**src/rtl/mem_arbiter_if.sv**
```systemverilog
// Bus bundle between the CPU ports, the arbiter and the unified memory.
// The slave view belongs to the arbiter; the master view drives requests and memory responses.
interface mem_arbiter_if;
  // instruction fetch port
  logic        i_req_i;
  logic [31:0] i_addr_i;
  logic [31:0] o_data_i;
  logic        o_valid_i;
  // load/store port
  logic        i_rd_d;
  logic [3:0]  i_we_d;
  logic [31:0] i_addr_d;
  logic [31:0] i_wdata_d;
  logic [31:0] o_data_d;
  logic        o_valid_d;
  logic        o_timeout;
  // memory side
  logic [31:0] o_mem_addr;
  logic        o_mem_rd;
  logic [3:0]  o_mem_we;
  logic [31:0] o_mem_wdata;
  logic [31:0] i_mem_rdata;
  logic        i_mem_ack;

  modport slave (
    input  i_req_i, i_addr_i, i_rd_d, i_we_d, i_addr_d, i_wdata_d, i_mem_rdata, i_mem_ack,
    output o_data_i, o_valid_i, o_data_d, o_valid_d, o_timeout,
           o_mem_addr, o_mem_rd, o_mem_we, o_mem_wdata
  );

  modport master (
    output i_req_i, i_addr_i, i_rd_d, i_we_d, i_addr_d, i_wdata_d, i_mem_rdata, i_mem_ack,
    input  o_data_i, o_valid_i, o_data_d, o_valid_d, o_timeout,
           o_mem_addr, o_mem_rd, o_mem_we, o_mem_wdata
  );
endinterface

```
**src/rtl/mem_arbiter.sv**
```systemverilog
// Round-robin arbiter sharing one single-port 32-bit memory between the
// instruction-fetch port and the load/store port, one transaction at a time,
// with an optional watchdog that aborts transactions the memory never acks.
module mem_arbiter #(
  parameter int unsigned TIMEOUT = 255
) (
  input  logic          i_clk,
  input  logic          i_rst,
  mem_arbiter_if.slave  bus
);
  localparam int CNT_W = (TIMEOUT > 1) ? $clog2(TIMEOUT) : 1;
  localparam logic [CNT_W-1:0] LIMIT = (TIMEOUT > 0) ? CNT_W'(TIMEOUT - 1) : '0;

  typedef enum logic [1:0] {IDLE, GNT_I, GNT_D} state_t;

  state_t           r_state,     w_state_nxt;
  logic             r_last_d,    w_last_d_nxt;   // 1: last grant went to the data port
  logic [CNT_W-1:0] r_cnt,       w_cnt_nxt;
  logic [31:0]      r_mem_addr,  w_mem_addr_nxt;
  logic             r_mem_rd,    w_mem_rd_nxt;
  logic [3:0]       r_mem_we,    w_mem_we_nxt;
  logic [31:0]      r_mem_wdata, w_mem_wdata_nxt;
  logic [31:0]      r_data_i,    w_data_i_nxt;
  logic [31:0]      r_data_d,    w_data_d_nxt;
  logic             r_valid_i,   w_valid_i_nxt;
  logic             r_valid_d,   w_valid_d_nxt;
  logic             r_timeout,   w_timeout_nxt;

  logic w_req_d;
  logic w_expire;
  logic w_done;
  logic w_grant_i;
  logic w_grant_d;

  assign w_req_d  = bus.i_rd_d | (|bus.i_we_d);
  assign w_expire = (TIMEOUT != 0) && (r_cnt == LIMIT);
  assign w_done   = bus.i_mem_ack | w_expire;

  // Next-state, arbitration, completion and watchdog decisions
  always_comb begin
    w_state_nxt     = r_state;
    w_last_d_nxt    = r_last_d;
    w_cnt_nxt       = r_cnt + CNT_W'(1);
    w_mem_addr_nxt  = r_mem_addr;
    w_mem_rd_nxt    = r_mem_rd;
    w_mem_we_nxt    = r_mem_we;
    w_mem_wdata_nxt = r_mem_wdata;
    w_data_i_nxt    = r_data_i;
    w_data_d_nxt    = r_data_d;
    w_valid_i_nxt   = 1'b0;
    w_valid_d_nxt   = 1'b0;
    w_timeout_nxt   = 1'b0;
    w_grant_i       = 1'b0;
    w_grant_d       = 1'b0;

    case (r_state)
      IDLE: begin
        w_cnt_nxt = r_cnt;
        // a lone requester wins; on a tie the port not served last wins
        if (bus.i_req_i && (!w_req_d || r_last_d)) begin
          w_grant_i = 1'b1;
        end else if (w_req_d) begin
          w_grant_d = 1'b1;
        end
      end
      GNT_I: begin
        if (w_done) begin
          w_valid_i_nxt = 1'b1;
          w_timeout_nxt = ~bus.i_mem_ack;
          w_data_i_nxt  = bus.i_mem_ack ? bus.i_mem_rdata : 32'h0;
          // only the other port may follow back-to-back
          if (w_req_d) begin
            w_grant_d = 1'b1;
          end else begin
            w_state_nxt  = IDLE;
            w_mem_rd_nxt = 1'b0;
            w_mem_we_nxt = 4'b0;
          end
        end
      end
      GNT_D: begin
        if (w_done) begin
          w_valid_d_nxt = 1'b1;
          w_timeout_nxt = ~bus.i_mem_ack;
          // writes leave the read-result register untouched
          if (r_mem_we == 4'b0) begin
            w_data_d_nxt = bus.i_mem_ack ? bus.i_mem_rdata : 32'h0;
          end
          if (bus.i_req_i) begin
            w_grant_i = 1'b1;
          end else begin
            w_state_nxt  = IDLE;
            w_mem_rd_nxt = 1'b0;
            w_mem_we_nxt = 4'b0;
          end
        end
      end
      default: begin
        w_state_nxt = IDLE;
      end
    endcase

    if (w_grant_i) begin
      w_state_nxt     = GNT_I;
      w_last_d_nxt    = 1'b0;
      w_cnt_nxt       = '0;
      w_mem_addr_nxt  = bus.i_addr_i;
      w_mem_rd_nxt    = 1'b1;
      w_mem_we_nxt    = 4'b0;
      w_mem_wdata_nxt = 32'h0;
    end
    if (w_grant_d) begin
      w_state_nxt     = GNT_D;
      w_last_d_nxt    = 1'b1;
      w_cnt_nxt       = '0;
      w_mem_addr_nxt  = bus.i_addr_d;
      w_mem_rd_nxt    = ~(|bus.i_we_d);
      w_mem_we_nxt    = bus.i_we_d;
      w_mem_wdata_nxt = bus.i_wdata_d;
    end
  end

  // State and output registers; reset abandons any transaction at once
  always_ff @(posedge i_clk or posedge i_rst) begin
    if (i_rst) begin
      r_state     <= IDLE;
      r_last_d    <= 1'b1;
      r_cnt       <= '0;
      r_mem_addr  <= 32'h0;
      r_mem_rd    <= 1'b0;
      r_mem_we    <= 4'b0;
      r_mem_wdata <= 32'h0;
      r_data_i    <= 32'h0;
      r_data_d    <= 32'h0;
      r_valid_i   <= 1'b0;
      r_valid_d   <= 1'b0;
      r_timeout   <= 1'b0;
    end else begin
      r_state     <= w_state_nxt;
      r_last_d    <= w_last_d_nxt;
      r_cnt       <= w_cnt_nxt;
      r_mem_addr  <= w_mem_addr_nxt;
      r_mem_rd    <= w_mem_rd_nxt;
      r_mem_we    <= w_mem_we_nxt;
      r_mem_wdata <= w_mem_wdata_nxt;
      r_data_i    <= w_data_i_nxt;
      r_data_d    <= w_data_d_nxt;
      r_valid_i   <= w_valid_i_nxt;
      r_valid_d   <= w_valid_d_nxt;
      r_timeout   <= w_timeout_nxt;
    end
  end

  assign bus.o_mem_addr  = r_mem_addr;
  assign bus.o_mem_rd    = r_mem_rd;
  assign bus.o_mem_we    = r_mem_we;
  assign bus.o_mem_wdata = r_mem_wdata;
  assign bus.o_data_i    = r_data_i;
  assign bus.o_data_d    = r_data_d;
  assign bus.o_valid_i   = r_valid_i;
  assign bus.o_valid_d   = r_valid_d;
  assign bus.o_timeout   = r_timeout;
endmodule

```
**src/flat_wrapper.sv**
```systemverilog
// flat-port wrapper written by rule: the top's interface ports become plain ports
module mem_arbiter_flat 
#(
  parameter int unsigned TIMEOUT = 255
)
  (i_clk, i_rst, bus_i_req_i, bus_i_addr_i, bus_i_rd_d, bus_i_we_d, bus_i_addr_d, bus_i_wdata_d, bus_i_mem_rdata, bus_i_mem_ack, bus_o_data_i, bus_o_valid_i, bus_o_data_d, bus_o_valid_d, bus_o_timeout, bus_o_mem_addr, bus_o_mem_rd, bus_o_mem_we, bus_o_mem_wdata);
  mem_arbiter_if bus_i ();
  input  logic i_clk;
  input  logic i_rst;
  input wire logic [$bits(bus_i.i_req_i)-1:0] bus_i_req_i;
  input wire logic [$bits(bus_i.i_addr_i)-1:0] bus_i_addr_i;
  input wire logic [$bits(bus_i.i_rd_d)-1:0] bus_i_rd_d;
  input wire logic [$bits(bus_i.i_we_d)-1:0] bus_i_we_d;
  input wire logic [$bits(bus_i.i_addr_d)-1:0] bus_i_addr_d;
  input wire logic [$bits(bus_i.i_wdata_d)-1:0] bus_i_wdata_d;
  input wire logic [$bits(bus_i.i_mem_rdata)-1:0] bus_i_mem_rdata;
  input wire logic [$bits(bus_i.i_mem_ack)-1:0] bus_i_mem_ack;
  output wire logic [$bits(bus_i.o_data_i)-1:0] bus_o_data_i;
  output wire logic [$bits(bus_i.o_valid_i)-1:0] bus_o_valid_i;
  output wire logic [$bits(bus_i.o_data_d)-1:0] bus_o_data_d;
  output wire logic [$bits(bus_i.o_valid_d)-1:0] bus_o_valid_d;
  output wire logic [$bits(bus_i.o_timeout)-1:0] bus_o_timeout;
  output wire logic [$bits(bus_i.o_mem_addr)-1:0] bus_o_mem_addr;
  output wire logic [$bits(bus_i.o_mem_rd)-1:0] bus_o_mem_rd;
  output wire logic [$bits(bus_i.o_mem_we)-1:0] bus_o_mem_we;
  output wire logic [$bits(bus_i.o_mem_wdata)-1:0] bus_o_mem_wdata;
  assign bus_i.i_req_i = bus_i_req_i;
  assign bus_i.i_addr_i = bus_i_addr_i;
  assign bus_i.i_rd_d = bus_i_rd_d;
  assign bus_i.i_we_d = bus_i_we_d;
  assign bus_i.i_addr_d = bus_i_addr_d;
  assign bus_i.i_wdata_d = bus_i_wdata_d;
  assign bus_i.i_mem_rdata = bus_i_mem_rdata;
  assign bus_i.i_mem_ack = bus_i_mem_ack;
  assign bus_o_data_i = bus_i.o_data_i;
  assign bus_o_valid_i = bus_i.o_valid_i;
  assign bus_o_data_d = bus_i.o_data_d;
  assign bus_o_valid_d = bus_i.o_valid_d;
  assign bus_o_timeout = bus_i.o_timeout;
  assign bus_o_mem_addr = bus_i.o_mem_addr;
  assign bus_o_mem_rd = bus_i.o_mem_rd;
  assign bus_o_mem_we = bus_i.o_mem_we;
  assign bus_o_mem_wdata = bus_i.o_mem_wdata;
  mem_arbiter #(.TIMEOUT(TIMEOUT)) u_core (.i_clk(i_clk), .i_rst(i_rst), .bus(bus_i));
endmodule
```
**config.mk**
```make
export PLATFORM = sky130hd
export DESIGN_NAME = mem_arbiter_flat
export DESIGN_NICKNAME = d
export VERILOG_FILES = /design/src/rtl/mem_arbiter_if.sv /design/src/rtl/mem_arbiter.sv /design/src/flat_wrapper.sv
export SDC_FILE = /design/constraint.sdc
export NUM_CORES = 1
export LEC_CHECK = 0
export ABC_AREA = 1
export CAP_MARGIN = 20
export CORE_MARGIN = 2
export CORE_UTILIZATION = 55
export DETAILED_ROUTE_END_ITERATION = 16
export DONT_BUFFER_PORTS = 1
export PLACE_DENSITY = 0.7
export SLEW_MARGIN = 20
export SYNTH_ARGS = -nofsm -noshare
export SYNTH_HDL_FRONTEND = slang
export SYNTH_SLANG_ARGS = --single-unit
```
**constraint.sdc**
```tcl
create_clock -name i_clk -period 6.29 [get_ports i_clk]
set_clock_uncertainty 0.15 [all_clocks]
set_input_delay 1.258 -clock i_clk [delete_from_list [all_inputs] [get_ports i_clk]]
set_output_delay 1.258 -clock i_clk [all_outputs]
set_load 0.03 [all_outputs]
```
### Yosys cells after proc, flatten, opt, wreduce, memory -nomap -nowiden

Cells that the tools add are included.

| operators by class | value |
|---|---|
| $add $sub $neg | 1 |
| equality and inequality tests | 8 |
| muxes and demuxes | 44 |
| bitwise operators | 4 |
| reduce and logical (&&, ||, !) cells | 13 |

Operator list:

| kind | number |
|---|---|
| 2-to-1 mux 32 bit | 5 |
| 2-to-1 mux 4 bit | 6 |
| 2-to-1 mux 8 bit | 3 |
| 2-to-1 mux 1 bit | 19 |
| 2-to-1 mux 2 bit | 6 |
| AND reduction 5 bit | 2 |
| adder 8 x 1 -> 8 bit (second input constant) | 1 |
| equality test 8 bit (second input constant) | 1 |
| != test 4 x 1 -> 1 bit (second input constant) | 2 |
| case mux 4 bit (2 select lines) | 1 |
| case mux 1 bit (2 select lines) | 3 |
| case mux 2 bit (3 select lines) | 1 |
| zero test 4 bit | 1 |
| != test 4 x 2 -> 1 bit (second input constant) | 1 |
| != test 4 bit (second input constant) | 1 |
| nonzero test 4 bit | 1 |
| OR reduction 4 bit | 1 |
| != test 3 x 1 -> 1 bit (second input constant) | 1 |
| AND reduction 3 bit | 1 |
| equality test 2 x 1 -> 1 bit (second input constant) | 1 |
| equality test 2 bit (second input constant) | 1 |
| zero test 2 bit | 1 |
| inverter 1 bit | 2 |
| OR 1 bit | 2 |
| other kinds (6) | 6 |

| storage, ports and cells | value |
|---|---|
| register bits after elaboration | 147 |
| bits of input ports | 137 |
| output and inout port bits | 136 |
| word-level logic and storage cells | 82 |

### Depth between registers and ports, before layout

Gate-level depths: netlist of run 1.

| logic depth | value |
|---|---|
| word-level depth | 9 |
| mapped depth | 14 |
| depth with buffers taken out | 13 |

### Worst setup path after synthesis of run 1

No wires, ideal clock.

| path | value |
|---|---|
| path kind | input to register |
| from | input bus_i_we_d[1] |
| to | register u_core.r_mem_addr[19] (netlist: u_core.bus.o_mem_addr[19]) |
| setup time | 0.124 ns |
| arrival time | 2.323 ns |
| required time | 6.016 ns |
| slack | 3.692 ns |
| stages | 8 |
| path buffers | 2 |
| cell sequence | nor2_1 nand3_1 o211ai_2 nand2_2 buf_4 buf_4 a22oi_1 nand2_1 |

| on the way | value |
|---|---|
| word-level cells in the longest chain between the ends | 8 |
| elaborated cells on any way between the ends | 13 |
| those cells by class | 7 x mux; 1 x bitwise; 5 x reduce/logical |

RTL lines:

| item | line | source |
|---|---|---|
| start: declaration | flat_wrapper.sv:13 | `input wire logic [$bits(bus_i.i_we_d)-1:0] bus_i_we_d;` |
| OR reduction 4 bit * | mem_arbiter.sv:35 | `assign w_req_d = bus.i_rd_d \| (\|bus.i_we_d);` |
| OR 1 bit * | mem_arbiter.sv:35 |  |
| zero test 1 bit | mem_arbiter.sv:60 | `if (bus.i_req_i && (!w_req_d \|\| r_last_d)) begin` |
| logical OR 1 bit | mem_arbiter.sv:60 |  |
| logical AND 1 bit | mem_arbiter.sv:60 |  |
| 2-to-1 mux 1 bit | mem_arbiter.sv:60 |  |
| case mux 1 bit (2 select lines) | mem_arbiter.sv:56 | `case (r_state)` |
| 2-to-1 mux 32 bit / nonzero test 2 bit (equally long branches) | - |  |
| end signal: assignment | mem_arbiter.sv:142 | `r_mem_addr <= w_mem_addr_nxt;` |
| end: declaration | mem_arbiter.sv:19 | `logic [31:0] r_mem_addr, w_mem_addr_nxt;` |

Mark *: on every way between the ends. The rest lies on a longest branch, timed or not.
A chain may end at the register's enable or synchronous reset.

### Worst setup path after layout of run 1

| path | value |
|---|---|
| from | register u_core.r_state[1] |
| to | register u_core.r_data_i[24] (netlist: u_core.bus.o_data_i[24]) |

| on the way | value |
|---|---|
| word-level cells in the longest chain between the ends | 2 |

RTL lines:

| item | line | source |
|---|---|---|
| start: declaration | mem_arbiter.sv:16 | `state_t r_state, w_state_nxt;` |
| start signal: assignment | mem_arbiter.sv:139 | `r_state <= w_state_nxt;` |
| equality test 2 x 1 -> 1 bit | mem_arbiter.sv:56 |  |
| AND reduction 2 bit (no source line) | - |  |
| end signal: assignment | mem_arbiter.sv:146 | `r_data_i <= w_data_i_nxt;` |
| end: declaration | mem_arbiter.sv:23 | `logic [31:0] r_data_i, w_data_i_nxt;` |

No other way between the ends.

==> run summary, run 1 <==
The total setup violations reported at the end of the flow is 0. The most frequent cell after synthesis was sky130_fd_sc_hd__nand2_1. The area share of the largest cell type after synthesis is 0.6109, and the peak supply drop is 0.0003077 V. During I/O placement, the number of pins put on the boundary was 273. Register-to-register setup slack: 3410 ps. Hold timing on the final database bottoms out at a slack of 358.7 ps.

The floorplan core area was 10750 sq um. By count the netlist is led by sky130_fd_sc_hd__nand2_1, sky130_fd_sc_hd__dfrtp_1, sky130_fd_sc_hd__o21ai_0, sky130_fd_sc_hd__a22o_1, sky130_fd_sc_hd__inv_1. The proportion of layout cells with a drive suffix above 1 is 0.1009. The number of global-route vias before repair is 4031, and the power density of the placed cells is 672.8 nW/um^2.

For the finished layout, the period the worst path requires is 2882 ps. For the highest attainable clock frequency, the log shows 0.3470 GHz. The tools report the number of buffers between clock root and the deepest sink as 2. The die outline height is 108.3 um.

Number of inserted diodes: 0. The simple-gate area share of the yosys netlist is 0.1556, and the number of hold buffers added after cts is 0. The die outline width is 108.3 um. The synthesized design contains 147 register bits. The worst setup path is of the register to register kind. Counting instances, the worst hold path has a depth of 2. For the pin with the worst max-slew slack, the measured transition is 1009 ps. The run gives 4 as the length of the first detailed-routing pass in iterations. STA classifies the critical path endpoint as a register.

The logs give 0 for the buffer count from post-CTS setup fixing and 0.3267 for the relative max-transition margin. The total overflow left after global routing is 0. The pin count of the biggest net entering global routing is 90. The depth of the CTS H-tree was 4.

The maximum fanout encountered on the critical timing path is 34. The logs give 727 for the post-synthesis net count and 38 for the site row count. The synthesized-area fraction occupied by xor and xnor cells is 0.008787. The logs give 3680 sq um for the area taken by flip-flops and latches and 0 for the final count of pins violating max slew.

The synthesis-to-finish area growth is 10.61%, and the clock-pin slew of the registers on the worst-case setup and hold paths is 60 ps. The initial core utilization came out at 0.5566. The run gives 0 as the initial antenna violation count. After the last flow step, the layout net total stands at 716.

The congestion estimate from routability-driven global placement came to 0.8588. In the final layout, the multi-input gates occupy 2006 sq um. For the post-layout utilization of the core, the log shows 0.6156. TritonCTS built the clock tree. Data on the critical path arrives at its endpoint at 3140 ps.

The worst register-to-register path has a depth of 7. Post-synthesis compound-gate area fraction: 0.1584. Setup repair after global routing left no endpoint under its margin.

The post-cts gate resize count is 0. Number of vias per cell: 5.821. For the final hold violation count, the log shows 0. The worst setup path is launched from a register.

By area the synthesized netlist is led by sky130_fd_sc_hd__dfrtp_1, sky130_fd_sc_hd__nand2_1, sky130_fd_sc_hd__o21ai_0, sky130_fd_sc_hd__a22o_1, sky130_fd_sc_hd__a22oi_1. In the synthesized netlist the dominant register cell turns out to be sky130_fd_sc_hd__dfrtp_1. The first global-routing pass estimated 21140 um of wire. The run gives 147 as the count of clock tree sinks.

The post-detailed-routing wire length came out at 13990 um. The post-route clock period utilization was 0.4582. For this run, the number of Yosys warnings is 0. The post-route DRC violation count was 0; the area share of fa/ha/maj cells after synthesis was 0.01255. Synthesis handed over a netlist of 584 instances. The flow ran to the end, and the final reports show no timing, DRC or antenna violations. The routed layout has 4220 vias. The detailed placement HPWL came out at 9631 um.

For the worst setup path, the data required time is 6550 ps. Synthesis instantiated 29 different standard cells from the library. Adding up every negative setup slack in the final design gives 0 ps. By area, the combinational part of the netlist is dominated by compound AO/OA/AOI/OAI gates. In this run the static leakage power is 3.197 nW.

In the final routed layout, each cell accounts on average for 19.29 um. The run gives 0.2359 as the total track usage. For the proportion of synthesized chip area in sequential cells, the log shows 0.6153. The synthesized area divided by synthesized cell count is 10.24 sq um, and the total of max-cap violations is 0. In this run, synthesis inferred 0 flip-flops with an integrated enable. The tools report the clock tree root buffer cell as sky130_fd_sc_hd__clkbuf_8. The run gives 5981 sq um as the post-synthesis cell area.

Counting the buffers created by CTS gives 17. The share of synthesized flip-flops with an asynchronous set or reset is 1.000, and the DRC marker count from the first detailed-route iteration is 346. In this run the tool buffered the top-level ports with 0 buffer cells.

The logs give 885 for the number of inserted filler cells in the final layout and 0.004451 W for the overall power consumption. The die covers 11720 sq um. In this run the remaining antenna-violating nets after routing total 0. The min-delay analysis places its worst path in the category register to register. The multiplexer share of the synthesized area is 0, and the clock latency of the later-clocked register in the worst-skew pair is 510 ps. The largest area contributor in the synthesized netlist is sky130_fd_sc_hd__dfrtp_1.
sequential cells by signal, summed over array words and instances, names as in the netlist:
name / cells
u_core.bus.o_timeout: 1
u_core.bus.o_valid_i: 1
u_core.bus.o_mem_we: 4
u_core.bus.o_valid_d: 1
u_core.bus.o_data_d: 32
u_core.bus.o_mem_addr: 32
u_core.r_state: 2
u_core.r_cnt: 8
u_core.bus.o_mem_rd: 1
u_core.r_last_d: 1
u_core.bus.o_data_i: 32
u_core.bus.o_mem_wdata: 32
placed cells by master, fill, tap and decap left out:
master / n
sky130_fd_sc_hd__xor2_1: 4
sky130_fd_sc_hd__inv_6: 4
sky130_fd_sc_hd__nand4_1: 7
sky130_fd_sc_hd__bufinv_16: 5
sky130_fd_sc_hd__nand2_1: 188
sky130_fd_sc_hd__a22o_1: 32
sky130_fd_sc_hd__nor2_1: 19
sky130_fd_sc_hd__dfrtp_1: 146
sky130_fd_sc_hd__o21ai_1: 2
sky130_fd_sc_hd__clkbuf_16: 16
sky130_fd_sc_hd__nor4_1: 1
sky130_fd_sc_hd__nand3_1: 8
sky130_fd_sc_hd__o211ai_2: 1
sky130_fd_sc_hd__clkbuf_1: 1
sky130_fd_sc_hd__inv_2: 2
sky130_fd_sc_hd__nor3_1: 1
sky130_fd_sc_hd__a22oi_2: 12
sky130_fd_sc_hd__o21ai_0: 64
sky130_fd_sc_hd__ha_1: 6
sky130_fd_sc_hd__inv_1: 22
sky130_fd_sc_hd__a21oi_1: 3
sky130_fd_sc_hd__clkinvlp_4: 2
sky130_fd_sc_hd__o21ai_2: 1
sky130_fd_sc_hd__dfstp_2: 1
sky130_fd_sc_hd__xnor2_1: 2
sky130_fd_sc_hd__buf_4: 3
sky130_fd_sc_hd__clkinv_2: 2
sky130_fd_sc_hd__clkbuf_8: 2
sky130_fd_sc_hd__a22oi_1: 20
sky130_fd_sc_hd__nand3_2: 1
sky130_fd_sc_hd__nor2_2: 1
sky130_fd_sc_hd__nor2_4: 1
sky130_fd_sc_hd__nand2_2: 5
layer usage:
layer,global-route usage,wire length (um),up-vias
met2,0.3738,6818,229
li1,-,-,1933
met1,0.2954,5511,2040
met3,0.09343,1439,18
met5,0,0,-
met4,0.08425,216,0
worst max-delay path, stage by stage, from the launching register on:
cell                      delay, ps
sky130_fd_sc_hd__dfrtp_1        400
sky130_fd_sc_hd__inv_1           80
sky130_fd_sc_hd__ha_1           220
sky130_fd_sc_hd__inv_1          710
sky130_fd_sc_hd__nor2_1         140
sky130_fd_sc_hd__inv_1          770
sky130_fd_sc_hd__nand2_1        140
sky130_fd_sc_hd__o21ai_0        140
cells by family (layout without fill, tap and decap cells):
family                     after synthesis  after routing
and+or+nand+nor                        232            232
DFF                                    147            147
AOI/OAI and AO/OA                      135            135
buffers and inverters                   58             59
adders and majority gates                6              6
xor gates and xnor gates                 6              6
stage by stage:
stage / setup slack (ps) / area, sq um / cells
after floorplan: 932.3 / 5981 / 584
after global placement: 3234 / 5982 / 694
after detailed placement: 3162 / 5982 / 694
after CTS: 3367 / 6615 / 725
after global routing: 3122 / 6615 / 725
final: 3408 / 6615 / 725
final cells by class:
cell class,instances,share of cell area
multi-input combinational,379,0.3032
clock buffer,19,0.06525
tap,140,0.02648
inverter,25,0.01494
timing repair buffer,3,0.003405
clock inverter,12,0.03045
sequential,147,0.5563
worst paths after layout:
path / from / end
setup / recovery: u_core.r_state[1] / u_core.bus.o_data_i[24]
hold / removal: u_core.r_state[0] / u_core.r_state[0]
setup reg to reg: u_core.r_state[1] / u_core.bus.o_data_i[24]
hold reg to reg: u_core.r_state[0] / u_core.r_state[0]
max in group asynchronous: i_rst / u_core.r_state[0]
min in group asynchronous: i_rst / u_core.bus.o_mem_wdata[15]
where the power goes:
part | internal, W | switching (W) | leakage, nW
combinational | 0.000355 | 0.000597 | 1.02
sequential | 0.00134 | 0.00108 | 1.87
clock | 0.000695 | 0.000386 | 0.305
total | 0.00239 | 0.00206 | 3.20
Power figures use the tool's default switching activity.
==> run 2, diff against run 1 <==
- clock period: 6.29 -> 3 ns (I/O delays scaled with it)
==> run 2 against run 1 <==
Against the previous run:
- count of clock-buffer cells in the layout is 2 lower
- global-route usage is 0.82 points higher
- critical endpoint is now u_core.bus.o_mem_wdata[2]
- first-iteration DRC count up 25%
- highest routed layer unchanged
- largest cell class unchanged
- hold slack got worse by 320 ps
- routed wire length grew 3.0%
- combinational power increased by 110%
- maximum frequency rose by 8.7%
- sequential power rose by 110%
- sequential cell count unchanged
- sequential share of layout area rose by 0.074 points
- critical path type unchanged
- non-clock buffer count rose by 5
- clock power up 85%
==> run summary, run 2 (synthesis results as in run 1) <==
The count of input and output buffers is 0 (unchanged). The run gives 0 (unchanged) as the post-cts gate resize count. Die outline width: 108.3 um (unchanged). The cell that appears most often on the critical path is sky130_fd_sc_hd__nand2_1.

The run gives 6606 sq um (-0.13%) as the area of all placed cells without fillers. Peak supply drop: 0.0006647 V (+120%). The run gives 0 (unchanged) as the post-route DRC violation count. For the final hold violation count, the log shows 0 (unchanged).

The total track usage was 0.2441 (+0.008213). The type of the worst min-delay path was primary input to register. The critical path required time was 3300 ps (-3250 ps). The power density of the placed cells was 1378 nW/um^2 (+100%); the final RePlAce weighted congestion was 0.8528 (-0.70%). The logs give 147 (unchanged) for the count of clock tree sinks and 0.4954 (+0.1687) for the relative max-transition margin.

The final count of pins violating max slew came out at 0 (unchanged). The startpoint type of the worst setup path is a register. Pin count of the biggest net entering global routing: 70 (-22%). The tools report the clock latency of the later-clocked register in the worst-skew pair as 510 ps (about the same).

The maximum fanout encountered on the critical timing path is 40 (+18%). For the number of inserted diodes, the log shows 0 (unchanged). The run gives 21780 um (+3.0%) as the wire length of the first global-routing pass. The total of max-cap violations is 0 (unchanged), and the initial core utilization is 0.5566 (unchanged). The post-route clock period utilization is 0.8841 (+0.4259). Setup repair after global routing left no endpoint under its margin. The number of hold buffers added after cts came out at 1 (+1). The final critical delay including setup and external delays is 2652 ps (-229.9 ps), and the buffer count from post-CTS setup fixing is 0 (unchanged). STA classifies the critical path endpoint as a register. The largest stage delay on the critical path works out to 580 ps (-190 ps).

The post-detailed-route count of antenna-violating nets was 0 (unchanged); the depth of the CTS H-tree was 4 (unchanged). The logs give 17 (unchanged) for the CTS buffer count and 14410 um (+3.0%) for the post-detailed-routing wire length. Proportion of layout cells with a drive suffix above 1: 0.1100 (+0.009128).

The final layout net count came out at 721 (+0.70%). The tools report the clock tree root buffer cell as sky130_fd_sc_hd__clkbuf_8. The tools report the length of the first detailed-routing pass in iterations as 4 (unchanged). Leaving out fill and tap cells, the most frequent cell in the layout is sky130_fd_sc_hd__nand2_1.

The transition time at the pin with the least slew margin came out at 756.8 ps (-252.0 ps). The run gives 4220 (unchanged) as the total vias in the final route. The flow ran to the end, and the final reports show no timing, DRC or antenna violations. The overall power consumption was 0.009106 W (+100%). The buffers plus inverters on the worst setup path is 2 (-1), and the top-level I/O count is 273 (unchanged). The run gives 0 (unchanged) as the overall overflow remaining after global route. The DRC marker count from the first detailed-route iteration came out at 432 (+25%).

For the final standard cell count with taps included and fillers excluded, the log shows 731 (+0.83%). The run gives 38 (unchanged) as the site row count. The synthesis-to-finish area growth was 10.46%; the placement-stage cell area was 6036 sq um (+0.90%). TritonCTS built the clock tree. The tools report the floorplan core area as 10750 sq um (unchanged). For the smallest hold slack, the log shows 43.00 ps (-315.6 ps). The number of vias per cell was 5.773 (-0.82%); the number of placed cells counting well taps was 698 (+0.58%). The tools report the die footprint as 11720 sq um (unchanged). The slowest cell on the critical path was sky130_fd_sc_hd__nor2_4. The wire length per cell works out to 19.71 um (+2.2%).

The number of global-route vias before repair came out at 4129 (+2.4%). The detailed placement HPWL is 10110 um (+5.0%). The kind of cell with the highest combined delay along the critical path is simple AND/OR/NAND/NOR gates.

The logs give 0 (unchanged) for the total setup violations reported at the end of the flow and 0 ps (unchanged) for the total negative slack. Class of the most critical setup path: register to register. For the reported leakage power, the log shows 3.188 nW (-0.27%). The run gives 2950 ps (-190 ps) as the critical path data arrival time.

The highest attainable clock frequency is 0.3770 GHz (+8.7%). Leaving out fill and tap cells, the most frequent cells in the layout are sky130_fd_sc_hd__nand2_1, sky130_fd_sc_hd__dfrtp_1, sky130_fd_sc_hd__o21ai_0. The clock-pin slew of the registers on the worst-case setup and hold paths works out to 70 ps (about the same). The number of buffers between clock root and the deepest sink is 2 (unchanged), and the die outline height is 108.3 um (unchanged). The tools report the initial antenna violation count as 0 (unchanged).

Walking the worst path, the cells encountered are inv_1 > ha_1 > nand2_1 > nor2_1 > nand2_1 > nand2_2 > nand2_1 > nand2_2 > nor2_4 > buf_4 > a22o_1.
## run 2: changes by cell type in the layout (fill, tap and decap cells not counted), sizes merged
cell | previous run | this run
bufinv | 5 | 1
clkinv | 2 | 4
clkbuf | 19 | 17
dlygate4sd3 | 0 | 1
clkinvlp | 2 | 4
buf | 3 | 7
inv | 28 | 31
## run 2: power by group
group	switching, W	total, W	internal, W
Sequential	0.00228	0.00508	0.00280
Clock	0.000877	0.00200	0.00112
Combinational	0.00127	0.00203	0.000761
## run 2: path summary, 6_finish.rpt
path                       cells past startpoint  slack (ps)              start                         to
setup / recovery                              11         350    u_core.r_cnt[0]  u_core.bus.o_mem_wdata[2]
hold / removal                                 1          40      bus_i_mem_ack       u_core.bus.o_timeout
setup reg to reg                              11         350    u_core.r_cnt[0]  u_core.bus.o_mem_wdata[2]
hold reg to reg                                2         390  u_core.r_state[0]          u_core.r_state[0]
max in group asynchronous                      3        1490              i_rst     u_core.bus.o_data_i[7]
min in group asynchronous                      2         490              i_rst   u_core.bus.o_mem_addr[1]
## run 2: metrics by stage
step / util / worst slack [ps]
floorplan: - / 403.8
global placement: 0.5617 / 430.8
detailed placement: 0.5617 / 313.8
CTS: 0.6148 / 348.1
global route: 0.6148 / 118.9
finish: 0.6148 / 347.7
## run 2: cell type report
| type | instances | area, sq um |
|---|---|---|
| Tap cell | 140 | 175.2 |
| Fill cell | 875 | 4139 |
| Sequential cell | 147 | 3680 |
| Inverter | 25 | 97.59 |
| Clock inverter | 15 | 146.4 |
| Multi-Input combinational cell | 379 | 2006 |
| Clock buffer | 17 | 414.1 |
| Timing Repair Buffer | 8 | 87.58 |
## run 2: per-layer routing
metal	vias up	global-route usage	part of all wire
li1	1944	-	-
met1	2040	0.3258	0.40
met2	221	0.3787	0.49
met3	15	0.07957	0.095
met4	0	0.08516	0.018
met5	-	0	0
